==> config.mk <==
export PLATFORM = sky130hd
export DESIGN_NAME = regfile_ctrl
export DESIGN_NICKNAME = d
export VERILOG_FILES = /design/src/rtl/regfile_ctrl.sv
export SDC_FILE = /design/constraint.sdc
export NUM_CORES = 1
export LEC_CHECK = 0
export CAP_MARGIN = 20
export CORE_MARGIN = 5
export CORE_UTILIZATION = 60
export CTS_CLUSTER_SIZE = 8
export DETAILED_ROUTE_END_ITERATION = 10
export DONT_BUFFER_PORTS = 1
export GPL_ROUTABILITY_DRIVEN = 0
export PLACE_DENSITY_LB_ADDON = 0.15
export SLEW_MARGIN = 10
export SYNTH_ARGS = -nofsm -noshare
export SYNTH_HDL_FRONTEND = slang
export SYNTH_SLANG_ARGS = --single-unit
==> constraint.sdc <==
create_clock -name clk -period 4.25 [get_ports clk]
set_input_delay 1.0625 -clock clk [delete_from_list [all_inputs] [get_ports clk]]
set_output_delay 1.0625 -clock clk [all_outputs]
set_load 0.01 [all_outputs]
==> src/rtl/regfile_ctrl.sv <==
// Access controller for a 16x16 register file built from tristate-bitline rows.
//
// After reset it sweeps INIT_VALUE into every register (busy high), then in RUN it
// decodes the two read ports into one-hot read enables and arbitrates the single write
// port between pipeline writeback (primary) and a debug/load writer (secondary). A
// debug writer denied STARVE_LIMIT consecutive cycles wins over writeback.
//
// Ports:
//   clk, rst                    clock, synchronous active-high reset
//   rd_en1/2, rd_addr1/2        read-port requests and addresses
//   wb_req, wb_addr, wb_data    writeback request; wb_stall says it was not accepted
//   dbg_req, dbg_addr, dbg_data debug write request; dbg_gnt says it was performed
//   WriteReg, D                 one-hot row write enable and write data to the array
//   ReadEnable1/2               one-hot row read enables for bitline 1 / 2
//   byp1/2                      read address matches this cycle's write; consumer uses D
//   busy                        init sweep in progress
module regfile_ctrl #(
  parameter int unsigned STARVE_LIMIT = 4,
  parameter logic [15:0] INIT_VALUE   = 16'h0000
) (
  input  logic        clk,
  input  logic        rst,
  input  logic        rd_en1,
  input  logic        rd_en2,
  input  logic [3:0]  rd_addr1,
  input  logic [3:0]  rd_addr2,
  input  logic        wb_req,
  input  logic [3:0]  wb_addr,
  input  logic [15:0] wb_data,
  output logic        wb_stall,
  input  logic        dbg_req,
  input  logic [3:0]  dbg_addr,
  input  logic [15:0] dbg_data,
  output logic        dbg_gnt,
  output logic [15:0] WriteReg,
  output logic [15:0] D,
  output logic [15:0] ReadEnable1,
  output logic [15:0] ReadEnable2,
  output logic        byp1,
  output logic        byp2,
  output logic        busy
);

  typedef enum logic [0:0] {StInit, StRun} state_e;

  state_e     state_q, state_d;
  logic [3:0] init_cnt_q, init_cnt_d;
  logic [3:0] wait_cnt_q, wait_cnt_d;

  logic       wr_en;
  logic [3:0] wr_addr;
  logic       starved;

  assign starved = 32'(wait_cnt_q) >= STARVE_LIMIT;

  always_comb begin
    state_d     = state_q;
    init_cnt_d  = init_cnt_q;
    wait_cnt_d  = wait_cnt_q;
    wr_en       = 1'b0;
    wr_addr     = 4'd0;
    D           = 16'h0000;
    busy        = 1'b0;
    dbg_gnt     = 1'b0;
    wb_stall    = 1'b0;
    ReadEnable1 = 16'h0000;
    ReadEnable2 = 16'h0000;
    byp1        = 1'b0;
    byp2        = 1'b0;

    unique case (state_q)
      StInit: begin
        busy       = 1'b1;
        wr_en      = 1'b1;
        wr_addr    = init_cnt_q;
        D          = INIT_VALUE;
        wb_stall   = wb_req;
        init_cnt_d = init_cnt_q + 4'd1;
        if (init_cnt_q == 4'd15) begin
          state_d = StRun;
        end
      end
      StRun: begin
        dbg_gnt  = dbg_req & (~wb_req | starved);
        wb_stall = wb_req & dbg_gnt;
        if (dbg_gnt) begin
          wr_en   = 1'b1;
          wr_addr = dbg_addr;
          D       = dbg_data;
        end else if (wb_req) begin
          wr_en   = 1'b1;
          wr_addr = wb_addr;
          D       = wb_data;
        end
        ReadEnable1 = rd_en1 ? (16'h0001 << rd_addr1) : 16'h0000;
        ReadEnable2 = rd_en2 ? (16'h0001 << rd_addr2) : 16'h0000;
        byp1        = rd_en1 & wr_en & (rd_addr1 == wr_addr);
        byp2        = rd_en2 & wr_en & (rd_addr2 == wr_addr);
      end
      default: state_d = StInit;
    endcase

    WriteReg = wr_en ? (16'h0001 << wr_addr) : 16'h0000;

    // Count consecutive denied debug cycles, saturating so the compare never wraps.
    if (dbg_req && !dbg_gnt) begin
      wait_cnt_d = (wait_cnt_q == 4'd15) ? 4'd15 : wait_cnt_q + 4'd1;
    end else begin
      wait_cnt_d = 4'd0;
    end

    // Reset suppresses any in-flight write and all array-facing activity this cycle.
    if (rst) begin
      busy        = 1'b1;
      WriteReg    = 16'h0000;
      D           = 16'h0000;
      ReadEnable1 = 16'h0000;
      ReadEnable2 = 16'h0000;
      byp1        = 1'b0;
      byp2        = 1'b0;
      dbg_gnt     = 1'b0;
      wb_stall    = wb_req;
    end
  end

  always_ff @(posedge clk) begin
    if (rst) begin
      state_q    <= StInit;
      init_cnt_q <= 4'd0;
      wait_cnt_q <= 4'd0;
    end else begin
      state_q    <= state_d;
      init_cnt_q <= init_cnt_d;
      wait_cnt_q <= wait_cnt_d;
    end
  end

endmodule

======== Yosys cells after proc, flatten, opt, wreduce, memory -nomap -nowiden ========
Index checks and enable logic that the tools add are counted.
W data, S select, Z words.
word-level totals
  bits in registers ....................... 9
  input bits .............................. 54
  output and inout bits ................... 69
  word-level logic and storage cells ...... 59
cells by class
  $add $sub $neg .......................... 2
  $lt $le $gt $ge ......................... 1
  equality and inequality tests ........... 4
  shift-type cells ........................ 3
  muxes and demuxes ....................... 33
  bitwise operators ....................... 10
  reductions and logical operators ........ 3
operators with widths
  kind                    count
  $mux W16                11
  $shl A1 B4 Y16 const A  3
  $pmux W16 S2            1
  $mux W4                 4
  $mux W1                 14
  $add A4 B1 Y4 const B   2
  $eq A4 B4 Y1            2
  $eq A4 B4 Y1 const B    2
  $pmux W4 S2             1
  $and A1 B1 Y1           6
  $ge A4 B3 Y1 const B    1
  $pmux W1 S2             2
  $not A1 Y1              3
  $reduce_or A2 Y1        1
  $logic_and A1 B1 Y1     1
  $logic_not A1 Y1        1
  $or A1 B1 Y1            1

======== Depth between registers and ports, before layout ========
Gate-level depths: netlist (run 1).
  word-level depth ........................ 9
  mapped depth ............................ 7
  gate-level depth less buffers ........... 5

======== Least setup slack after synthesis (run 1) ========
OpenSTA, ideal clock, no wires.
  kind .................................... input -> output
  start ................................... input dbg_req
  end ..................................... output byp1
  data arrival time ....................... 2.326 ns
  required time ........................... 3.188 ns
  path slack .............................. 0.862 ns
  stages on the path ...................... 6
  path through ............................ clkbuf_1 o21a_4 o22ai_2 xnor2_1 nand3_1 nor4_1
on the way
  word-level cells in the longest chain between the ends .. 7
  elaborated cells between the ends (all ways) .. 10
  those cells by class .................... 1 x eq/ne; 6 x mux; 3 x bitwise
ends and longest elaborated chain
  what                                           line  RTL
  start, declared                                31    input logic dbg_req,
  $and A1 B1 Y1 (*)                              84    dbg_gnt = dbg_req & (~wb_req | starved);
  $mux W4 or $mux W1 (tied branches)             86    if (dbg_gnt) begin
  $mux W4 or $mux W1 (tied branches)             71    unique case (state_q)
  $eq A4 B4 Y1 or $and A1 B1 Y1 (tied branches)  97    byp1 = rd_en1 & wr_en & (rd_addr1 == wr_addr);
  $and A1 B1 Y1 (*)                              97
  $mux W1 (*)                                    71
  $mux W1 (*)                                    113   if (rst) begin
  end, declared                                  39    output logic byp1,
Mark *: on every way between the ends. The rest lies on a longest branch, timed or not. The select of a mux whose other input is x is not followed.

======== Worst setup path in the final report (run 1) ========
  start ................................... register state_q
  end ..................................... output D[7]
on the way
  word-level cells in the longest chain between the ends .. 3
ends and longest elaborated chain
  what                    line  RTL
  start, declared         46    state_e state_q, state_d;
  start signal, assigned  128   state_q <= StInit;
  start signal, assigned  132   state_q <= state_d;
  $not A1 Y1              n/a
  $pmux W16 S2 (*)        71
  $mux W16 (*)            113
  end, declared           36    output logic [15:0] D,
Mark *: on every way between the ends. The rest lies on a longest branch, timed or not.

==> results.ini, run 1 <==
[place]
placed_area_um2=1260
dp_hpwl_mm=3.20
portBuffers=0

[yosys]
synthTopCellsByArea=dfxtp_1 (14%), nor2_1 (12%), a22o_1 (11%)
yosysSeqAreaShare_pct=13.5
synth_edf_count=0
syn_inst=204
syn_nets=260
ys_types=40
yosysWarnings=0
mappedNetlistArea_um2=1330
synth_top_area_share_pct=13.5
post-synth-top-area-cell=dfxtp_1
synthArstFlopShare_pct=0
ys.flop_type=dfxtp_1
avgSynthCellArea_um2=6.53
post-synth-top-count-cell=nor2_1
ys_ff_latch=9
synthTopCellsByCount=nor2_1 (43), nand2_1 (19), a22o_1 (16)

[sta]
slew_headroom_pct=52.0
fin_crit_ns=3.66
worst_pin_slew_ns=0.719
rsz0062_at_grt=no
fin_crit_sh_pct=86.2
hold_viol=0
clock_skew_ns=0.00808
max_freq_ghz=0.273
fin_tns_setup_ns=0
finalSetupViolations=0
report.final.slew_viol_count=0

[routing]
first_iter_violations=87
drc=0
ant_nets=0
viasPerCell=6.48
wl_mm=3.85
first_pass_iters=4
routedWlPerCell_um=17.8
vias=1400

[layout]
drive_gt1_share_pct=8.51
antenna_cells=0
fin_area_um2=1290
syn_to_final_growth_pct=-3.10
nNetsFinal=245

[floorplanning]
num_io_pins=123
core_um2=2170
die_y_um=57.1
dieArea_um2=3260
rows=17
start_util_pct=61.4
die_x_um=57.1

[power]
p_int_uw=148
power_switching_uw=67.1
combPwrFrac_pct=25.3
p_clk_share_pct=31.0
power_uw=215
p_seq_share_pct=43.7
ir_drop_v=0.000185
power_switching_share_pct=31.2
power.density_nw_per_um2=167
p_leak_uw=0.000398

[critical_path]
reg2reg_depth=3
crit_family=simple AND/OR/NAND/NOR gates
rrSetupSlack_ns=2.85
start_kind=flop
arrival_ns=2.60
startpoint=state_q
cpPeakStageDelay_ns=0.78
crit_type=flop to output pin
critPathBufInv=0
r2r-end=init_cnt_q[3]
cp.required_ns=3.19
worstPathCellList=nor2b_1 > and3_1 > a22o_1
crit_path_top_delay_cell=dfxtp_1
critPathMaxFanout=23
r2r_start=state_q
cp-end-kind=output pin

[clock_network]
cts_tree=built
cts_num_sinks=9
post_cts_resized=0
root_buffer=clkbuf_4
ctsHoldBuffers=0
clk_latency_ns=0.27
post_cts_buffers=0
htreeDepth=1
clk_pin_slew_worst_paths_ns=0.06
numCtsBuffers=3
clock_path_buffers=2

[global_route]
first_global_vias=1247
grt_pass1_wl_mm=6.07
grt_usage_pct=22.2
antenna_found_initial=0
grt_start_max_net_pins=24
grt_overflow_total=0

[worst_hold_path]
hold_start=wait_cnt_q[0]
min_to=wait_cnt_q[0]
worstHoldPathType=flop to flop
hold_depth=1

[flow_run]
max_cap_viol_count=0

[outcome]
status=completed

## cells by family (layout without fill, tap and decap cells)
family | Yosys count | after routing | share of synthesized area, %
muxes | 2 | 2 | 1.50
and+or+nand+nor | 117 | 117 | 43.6
adders and majority gates | 2 | 2 | 1.88
buffers and inverters | 23 | 7 | 8.55
AOI/OAI and AO/OA | 41 | 41 | 24.3
DFF | 9 | 9 | 13.5
xor gates and xnor gates | 10 | 10 | 6.58
## metrics by stage
step / hold slack [ns] / setup slack [ns] / std cells / utilization (%)
6_report: 0.490 / 0.588 / 216 / 59.5
5_1_grt: 0.518 / 0.346 / 216 / 59.5
4_1_cts: 0.489 / 0.604 / 216 / 59.5
3_5_place_dp: 0.474 / 0.719 / 212 / 58.2
3_3_place_gp: 0.473 / 0.819 / 212 / 58.2
2_1_floorplan: 0.451 / 0.862 / 204 / -
## routing by layer
layer / share of wire [%] / vias up / global-route usage (%)
met4: 0.54 / 0 / 3.31
met5: 0 / - / 0
met2: 52 / 62 / 37.7
met3: 9.4 / 3 / 6.11
li1: - / 688 / -
met1: 38 / 647 / 28.6
## registers in the layout, summed over array words and instances, names as in the netlist
signal      cells
state_q         1
init_cnt_q      4
wait_cnt_q      4
## cells in the final DEF (no fill, tap or decap), drive strengths merged, types with 3 or more instances in the layout
master	instances
o21ai	4
o22ai	5
a22o	16
xnor2	9
nand4	4
inv	3
nand2	19
a21oi	3
nor4	4
nand2b	6
clkbuf	4
dfxtp	9
nor3	13
a31oi	8
or3	3
nand3	4
nor2b	4
nor2	50
## power by group through the flow
stage          clock network [uW]  logic, uW  registers (uW)
3_3_place_gp                    0       53.5            95.6
2_1_floorplan                   0       60.0            91.3
4_1_cts                      70.0       54.8            94.0
5_1_grt                      76.6       61.3            94.7
6_report                     66.8       54.5            93.9
3_5_place_dp                    0       54.6            95.9
## cell type report
cell class / count / area (um^2)
clock buffer: 4 / 26.3
multi-input combinational: 172 / 1040
sequential: 9 / 180
inverter: 3 / 11.3
fill: 214 / 880
tap: 28 / 35.0
## how the worst max path moves through the flow
stage,end,slack (ns),cells after the start
6_report,D[7],0.59,3
3_5_place_dp,D[7],0.72,3
3_3_place_gp,D[14],0.82,3
4_1_cts,D[7],0.60,3
5_1_grt,D[7],0.35,3
2_1_floorplan,byp1,0.86,6
Note: power is estimated with default switching activity, not from simulation.
==> run 2, diff against run 1 <==
--- a/config.mk
+++ b/config.mk
@@ -7,12 +7,13 @@
 export LEC_CHECK = 0
 export CAP_MARGIN = 20
 export CORE_MARGIN = 5
-export CORE_UTILIZATION = 60
-export CTS_CLUSTER_SIZE = 8
+export CORE_UTILIZATION = 38
+export CTS_CLUSTER_SIZE = 24
 export DETAILED_ROUTE_END_ITERATION = 10
 export DONT_BUFFER_PORTS = 1
 export GPL_ROUTABILITY_DRIVEN = 0
 export PLACE_DENSITY_LB_ADDON = 0.15
+export RECOVER_POWER = 25
 export SLEW_MARGIN = 10
 export SYNTH_ARGS = -nofsm -noshare
 export SYNTH_HDL_FRONTEND = slang
==> run 2 against run 1 <==
Net effect:
- critical path depth increased by 1
- worst hold slack improved by 0.014 ns
- sequential power is 0.5% higher
- combinational power increased by 2%
- sequential share of layout area is 0.28 points lower
==> results.ini, run 2 (synthesized netlist as in run 1, its figures left out) <==
[layout]
antenna_cells=0
drive_gt1_share_pct=8.47
reg_top3=init_cnt_q (4), wait_cnt_q (4), state_q (1)
final_common_cell=nor2_1
fillerInstances=364
nNetsFinal=246
syn_to_final_growth_pct=-1.13
fin_cells=235
final_cell_mix=nor2_1 (43), nand2_1 (19), a22o_1 (16), nor3_1 (13)

[routing]
first_iter_violations=116
ant_nets=0
first_pass_iters=4
wl_mm=4.08
viasPerCell=5.99
routedWlPerCell_um=17.4
vias=1407
drc=0

[clock_network]
clk_pin_slew_worst_paths_ns=0.06
numCtsBuffers=3
ctsHoldBuffers=0
post_cts_resized=0
clock_path_buffers=2
post_cts_buffers=0
root_buffer=clkbuf_4
cts_tree=built
htreeDepth=1
cts_num_sinks=9
clk_latency_ns=0.26

[sta]
fin_ws_ns=0.666
fin_tns_setup_ns=0
fin_crit_ns=3.58
hold_viol=0
finalSetupViolations=0
clock_skew_ns=0.00379
max_freq_ghz=0.279
fin_crit_sh_pct=84.3
rsz0062_at_grt=no
report.final.slew_viol_count=0
slew_headroom_pct=52.6
holdWs_ns=0.504
worst_pin_slew_ns=0.711

[floorplanning]
start_util_pct=39.6
core_um2=3360
rows=21
num_io_pins=123
die_x_um=69.2
die_y_um=69.2
dieArea_um2=4790

[power]
power.density_nw_per_um2=163
p_leak_uw=0.000399
ir_drop_v=0.0000998
power_uw=215

[critical_path]
cp.required_ns=3.19
start_kind=flop
cp-end-kind=output pin
critPathMaxFanout=23
cpPeakStageDelay_ns=0.78
arrival_ns=2.52
crit_type=flop to output pin
crit_family=simple AND/OR/NAND/NOR gates
critPathBufInv=1
worstPathCellList=nor2b_1 > clkbuf_1 > and3_1 > a22o_1
crit_path_top_delay_cell=dfxtp_1

[place]
portBuffers=0
dp_cells=231
place_ws_ns=0.857
dp_hpwl_mm=3.48

[global_route]
grt_start_max_net_pins=24
grt_pass1_wl_mm=6.26
antenna_found_initial=0
grt_overflow_total=0
first_global_vias=1275
grt_usage_pct=15.5

[flow_run]
max_cap_viol_count=0

[worst_hold_path]
worstHoldPathType=flop to flop

[outcome]
status=completed

-- run 2: metal layers --
metal | track usage (%) | wire length [um] | up-vias
met1 | 19.1 | 1680 | 637
met2 | 28.2 | 2110 | 81
met4 | 1.30 | 0 | 0
met3 | 3.62 | 289 | 0
li1 | - | - | 689
met5 | 0 | 0 | -
-- run 2: cell type report --
cell class	count	area [um^2]	share of cell area, %
clock buffer	4	26.3	2.00
tap	46	57.6	4.37
sequential	9	180	13.7
timing repair buffer	1	3.75	0.285
inverter	3	11.3	0.856
multi-input combinational	172	1040	78.8
-- run 2: metrics by stage --
| stage | instance area [um^2] | util, % |
|---|---|---|
| after floorplan | 1330 | - |
| after global placement | 1290 | 38.5 |
| after detailed placement | 1290 | 38.5 |
| after CTS | 1320 | 39.2 |
| after global routing | 1320 | 39.1 |
| final | 1320 | 39.1 |
-- run 2: worst paths after layout --
check / startpoint / endpoint / slack [ns] / depth (start not counted)
max: state_q / D[7] / 0.67 / 4
min: wait_cnt_q[0] / wait_cnt_q[0] / 0.50 / 1
max reg2reg: state_q / init_cnt_q[3] / 2.89 / 3
min reg2reg: wait_cnt_q[0] / wait_cnt_q[0] / 0.50 / 1
-- run 2: worst register-to-register path, cell delays in order, from the launching register on --
cell and delay (ns):
dfxtp_1 0.53, nand2b_1 0.31, or3_1 0.33, a21oi_1 0.14
-- run 2: power breakdown --
group	internal [uW]	total [uW]	switching, uW	leakage [uW]
logic	24.0	55.6	31.6	0.000311
registers	87.9	94.4	6.51	0.0000734
clock network	36.1	65.2	29.1	0.0000150
